[src/rtl/cpu_reset_sequencer.sv]
// Software-requested reset sequencer for a Nios II core: request, acknowledge, hold, re-arm.
// Optional macro CPURST_TIMEOUT_EN forces HOLD if the CPU never acknowledges within TIMEOUT_CYCLES.
//
// state | meaning
// IDLE  | waiting for a rising edge of the synchronized software request
// REQ   | cpu_resetrequest asserted, waiting for cpu_resettaken (or timeout)
// HOLD  | cpu_resetrequest held for HOLD_CYCLES cycles
// REARM | request released, waiting for the software request to drop
module cpu_reset_sequencer #(
    parameter int HOLD_CYCLES    = 16,
    parameter int TIMEOUT_CYCLES = 1024
) (
    input  logic       clock_sig,
    input  logic       reset_n,
    input  logic       swi_reset_req,
    input  logic       cpu_resettaken,
    output logic       cpu_resetrequest,
    output logic       busy,
    output logic       timeout_flag,
    output logic [7:0] reset_count
);

    if (HOLD_CYCLES < 1 || HOLD_CYCLES > 255 ||
        TIMEOUT_CYCLES < 2 || TIMEOUT_CYCLES > 65535) begin : g_param_check
        $error("cpu_reset_sequencer: parameter out of range");
    end

    typedef enum logic [1:0] {
        IDLE  = 2'd0,
        REQ   = 2'd1,
        HOLD  = 2'd2,
        REARM = 2'd3
    } state_t;

    localparam logic [7:0] HOLD_LOAD = 8'(HOLD_CYCLES - 1);

    state_t     state;
    logic       sync_1;
    logic       req_s;
    logic       req_prev;
    logic [1:0] fill_cnt;
    logic       armed;
    logic [7:0] hold_cnt;
    logic       trigger;

`ifdef CPURST_TIMEOUT_EN
    localparam logic [15:0] WAIT_LAST = 16'(TIMEOUT_CYCLES - 1);
    logic [15:0] wait_cnt;
`else
    assign timeout_flag = 1'b0;
`endif

    // A request already high at reset release must be seen low once before it can trigger.
    assign trigger = req_s & ~req_prev & armed;

    always_ff @(posedge clock_sig or negedge reset_n) begin
        if (!reset_n) begin
            state            <= IDLE;
            sync_1           <= 1'b0;
            req_s            <= 1'b0;
            req_prev         <= 1'b0;
            fill_cnt         <= 2'd0;
            armed            <= 1'b0;
            hold_cnt         <= 8'd0;
            cpu_resetrequest <= 1'b0;
            busy             <= 1'b0;
            reset_count      <= 8'd0;
`ifdef CPURST_TIMEOUT_EN
            wait_cnt         <= 16'd0;
            timeout_flag     <= 1'b0;
`endif
        end else begin
            sync_1   <= swi_reset_req;
            req_s    <= sync_1;
            req_prev <= req_s;
            if (fill_cnt != 2'd2) begin
                fill_cnt <= fill_cnt + 2'd1;
            end
            if (fill_cnt == 2'd2 && !req_s) begin
                armed <= 1'b1;
            end

            case (state)
                IDLE: begin
                    if (trigger) begin
                        state            <= REQ;
                        cpu_resetrequest <= 1'b1;
                        busy             <= 1'b1;
`ifdef CPURST_TIMEOUT_EN
                        wait_cnt         <= 16'd0;
`endif
                    end
                end
                REQ: begin
                    if (cpu_resettaken) begin
                        state    <= HOLD;
                        hold_cnt <= HOLD_LOAD;
                    end
`ifdef CPURST_TIMEOUT_EN
                    else if (wait_cnt == WAIT_LAST) begin
                        state        <= HOLD;
                        hold_cnt     <= HOLD_LOAD;
                        timeout_flag <= 1'b1;
                    end else begin
                        wait_cnt <= wait_cnt + 16'd1;
                    end
`endif
                end
                HOLD: begin
                    if (hold_cnt == 8'd0) begin
                        state            <= REARM;
                        cpu_resetrequest <= 1'b0;
                        reset_count      <= reset_count + 8'd1;
                    end else begin
                        hold_cnt <= hold_cnt - 8'd1;
                    end
                end
                REARM: begin
                    if (!req_s) begin
                        state <= IDLE;
                        busy  <= 1'b0;
                    end
                end
                default: begin
                    state <= IDLE;
                    busy  <= 1'b0;
                end
            endcase
        end
    end

endmodule

[config.mk]
export PLATFORM = sky130hd
export DESIGN_NAME = cpu_reset_sequencer
export DESIGN_NICKNAME = d
export VERILOG_FILES = /design/src/rtl/cpu_reset_sequencer.sv
export SDC_FILE = /design/constraint.sdc
export NUM_CORES = 1
export LEC_CHECK = 0
export ABC_AREA = 1
export CORE_ASPECT_RATIO = 0.5
export CORE_MARGIN = 5
export CORE_UTILIZATION = 50
export CTS_CLUSTER_SIZE = 12
export DETAILED_ROUTE_END_ITERATION = 10
export HOLD_SLACK_MARGIN = 0.12
export PLACE_DENSITY = 0.75
export SYNTH_ARGS = -nofsm -noshare
export SYNTH_HDL_FRONTEND = slang
export SYNTH_SLANG_ARGS = --single-unit
[constraint.sdc]
create_clock -name clock_sig -period 1.6 [get_ports clock_sig]
set_input_delay 0.32 -clock clock_sig [delete_from_list [all_inputs] [get_ports clock_sig]]
set_output_delay 0.32 -clock clock_sig [all_outputs]
set_load 0.05 [all_outputs]
# Yosys cells after proc, flatten, opt, wreduce, memory -nomap -nowiden
# Index checks and enable logic that the tools add are counted.
# totals
register_bits	26
latch_bits	0
ramBits	0
rom_bits	0
out_inout_bits	11
mem_count	0
# op_classes
n_addsub	3
n_mul	0
div_mod_pow	0
n_lt_le_gt_ge	0
eq_ne	10
n_shift	0
muxes	13
bitwise_logic	3
reduce_logical	12
# ops
cell	n
8-bit two-way mux	2
8-bit one-hot mux with 2 select lines	1
2-bit != test (second input constant)	6
3-bit AND reduction	3
8-bit by 1-bit adder with 8-bit output (second input constant)	1
8-bit zero test	1
2-bit two-way mux	4
2-bit one-hot mux with 4 select lines	1
8-bit by 1-bit subtractor with 8-bit output (second input constant)	1
2-bit == test (second input constant)	3
2-bit nonzero test	3
1-bit one-hot mux with 2 select lines	2
4-bit AND reduction	1
1-bit two-way mux	3
2-bit by 1-bit adder with 2-bit output (second input constant)	1
1-bit AND	2
2-bit by 1-bit == test with 1-bit output (second input constant)	1
2-bit zero test	1
2-bit AND reduction	1
1-bit logical AND	1
1-bit zero test	1
1-bit inverter	1

# Longest topological paths before layout
# depth
depth_word	5
mapped_depth	9
mapped_depth_nobuf	9

# Worst setup path before layout
# Ideal clock, no wire load.
# synth_path
path_kind	reg2reg
from	register state[0]
to	register hold_cnt[2]
setup_time_ns	0.126
t_arrival_ns	1.352
required_time_ns	1.474
slack_ns	0.121
stages_incl_launch_ff	10
path_buffers	2
period_less_slack_ns	1.479
cell_sequence	dfrtp_1 inv_1 ha_1 buf_2 inv_1 a21oi_2 nand2_4 buf_6 nand2_1 o21ai_0
# synth_via
elab_chain_cells	3
# synth_rtl
item	line	rtl
from (decl)	37	state_t state;
from (signal assigned)	58	state <= IDLE;
from (signal assigned)	86	state <= REQ;
from (signal assigned)	96	state <= HOLD;
2-bit == test / 2-bit by 1-bit == test with 1-bit output (equally long branches)	83	case (state)
2-bit != test (no line) / 2-bit nonzero test (equally long branches)	-	
3-bit AND reduction (no line)	-	
to (signal assigned)	115	hold_cnt <= hold_cnt - 8'd1;
to (decl)	43	logic [7:0] hold_cnt;
# Parallel ways exist; a longest one is shown, timed or not.
# A chain may end at the register's enable or synchronous reset.

# Final worst setup path
# layout_path
from	register state[1]
to	register reset_count[5]
# layout_via
elab_chain_cells	2
# layout_rtl
item	line	rtl
2-bit == test	83	
2-bit AND reduction (no line)	-	
to (signal assigned)	113	reset_count <= reset_count + 8'd1;
to (decl)	20	output logic [7:0] reset_count
# Every way passes these cells.

==> results.yml <==
grt:
  grt_max_degree: 27
  antenna_found_initial: 0
  grt_pass1_wl_um: 4690
  grt_pass1_vias: 1079
  track_usage_pct: 15.1
  grt-ovfl-total: 0
clock_network:
  cts_tree: "done"
  cts_made_buffers: 3
  clk_latency_ps: 270
  clkSlewWorstSetupHoldPaths_ps: 80
  clk_path_buf_depth: 2
  cts.sinks: 26
  cts_root_buffer: "clkbuf_8"
  cts_htree_levels: 1
  cts.hold.buffers_added: 0
timing:
  skew_ps: 5.77
  slew_viol_final: 0
  fin_crit_sh_pct: 92.7
  clock.fmax_ghz: 0.674
  layout_setup_ws_ps: 117
  hold_viol_final: 0
  tns_ps: 0
  setup-violations-final: 0
  rsz0062_at_grt: "false"
  timing.final.crit_period_ps: 1480
synth:
  yosysWarnings: 0
  synth_fp_nets: 190
  synth-main-ff-cell: "dfrtp_1"
  synth.avg_cell_area_um2: 8.07
  synth_cells: 178
  synth-edff-count: 0
  synth-seq-cells: 26
  synth.area.top_cells: "dfrtp_1 (45%), nand2_1 (16%), ha_1 (7.0%)"
  async_flop_share_pct: 100
  synth_area_um2: 1440
  synth_top_area_share_pct: 45.3
  yosysUniqueCellTypes: 27
  seq_area_frac_synth_pct: 45.3
  yosys.area.top_type: "dfrtp_1"
finish:
  synthToLayoutAreaGrowth_pct: 21.3
  antenna_cells: 0
  layout-drive-gt1-share_pct: 14.3
  final_common_cell: "nand2_1"
  nets: 210
  final_cell_mix: "nand2_1 (60), dfrtp_1 (26), inv_1 (17)"
  fin_area_um2: 1740
detailed_routing:
  ant_nets: 0
  wl_per_cell_um: 11.7
  drt-total-wl_um: 2740
  drtIter0Drc: 49
  drtPass1Iterations: 7
  vias_per_cell: 4.93
  vias: 1149
  drc: 0
floorplan:
  rows: 13
  core_area_um2: 2670
  start_util_pct: 53.8
  die_w_um: 85.8
  die_area_um2: 4110
  die_h_um: 47.9
  pin_count: 15
run:
  drv_cap: 0
placed_design:
  port-buffer-count: 13
  place_ws_ps: 103
  hpwl_um: 2030
  gp_congestion: 0.767
  placed_area_um2: 1680
power:
  power.density_nw_per_um2: 1570
  power.ir.vdd_worst_v: 0.000790
  p_leak_nw: 0.862
setup_path:
  crit_arrival_ps: 1650
  critPathRequiredTime_ps: 1760
  crit_fanout: 9
  endpoint_kind: "flop"
  crit_chain: "buf_4 > ha_1 > buf_4 > nand2_4 > clkinvlp_4 > nand2_1 > nand2_1"
  critPathMaxStageDelay_ps: 410
  start_kind: "flop"
  criticalPathCategory: "flop to flop"
  r2r_cells: 7
  slowest_stage: "dfrtp_1"
min_path:
  whs_path_depth: 0
  min_path_type: "flop to flop"
outcome:
  status: "finished, final reports clean"
==> Yosys cell counts (2+ instances only) <==
master and number:
dfrtp_1 26, ha_1 8, inv_1 19, nand2_1 60, nand2_4 2, nand3_1 12, nand3b_1 2, nand4_1 3
nor2_1 10, nor3_1 3, o21ai_0 6, o21ai_1 6, xnor2_1 2, xor2_1 6
==> state kept, by name (all words and copies together) (netlist names) <==
register / flops
req_prev: 1
hold_cnt: 8
armed: 1
sync_1: 1
state: 2
busy: 1
fill_cnt: 2
cpu_resetrequest: 1
reset_count: 8
req_s: 1
==> final timing paths <==
path,from,endpoint,slack (ps)
max in group asynchronous,reset_n,state[1],940
hold reg to reg,sync_1,req_s,360
setup / recovery,state[1],reset_count[5],120
setup reg to reg,state[1],reset_count[5],120
min in group asynchronous,reset_n,busy,420
hold / removal,sync_1,req_s,360
==> cells by family (layout without fill, tap and decap cells) <==
group                      Yosys count  after routing  synth area share [%]
other                                1              1                 0.261
buffers and inverters               23             41                  6.88
adders and majority gates            8              8                  6.97
DFF                                 26             26                  45.3
xor gates and xnor gates             8              8                  4.88
and+or+nand+nor                     96             96                  29.5
AOI/OAI and AO/OA                   16             16                  6.19
==> worst max-delay path: cells and delay by family, from the launching register on <==
family	cells	cell delay (ps)
adders and majority gates	1	180
DFF	1	410
buffers and inverters	3	500
and+or+nand+nor	3	280
==> through the flow <==
step / cells / utilization (%) / power (mW) / hold WS [ps]
after detailed placement: 229 / 63.0 / 2.31 / 341
final: 233 / 65.3 / 2.73 / 356
after global routing: 233 / 65.3 / 2.98 / 362
after CTS: 232 / 64.6 / 2.68 / 361
after global placement: 229 / 63.0 / 2.26 / 333
after floorplan: 178 / - / 1.94 / 24.4
==> where the power goes <==
part	switching [mW]	internal [mW]	total (mW)
clock	0.188	0.169	0.357
combinational	0.885	0.524	1.41
sequential	0.155	0.810	0.965
==> what timing repair did <==
action,in CTS,in global routing
buffers inserted,0,1
resized for setup,0,5
setup endpoints to repair,0,10
==> metal layers <==
layer / routed length (um) / global-route usage, % / up-vias
met5: 0 / 0 / -
met4: 29 / 2.84 / 0
met3: 121 / 4.12 / 4
met2: 1390 / 30.9 / 20
met1: 1200 / 16.4 / 530
li1: - / - / 595
==> cell type report <==
cell class	count	area [um^2]
timing repair buffer	18	230
tap	37	46.3
multi-input combinational	129	696
fill	216	925
inverter	20	78.8
sequential	26	651
clock buffer	3	41.3
(Power assumes the default switching activity.)
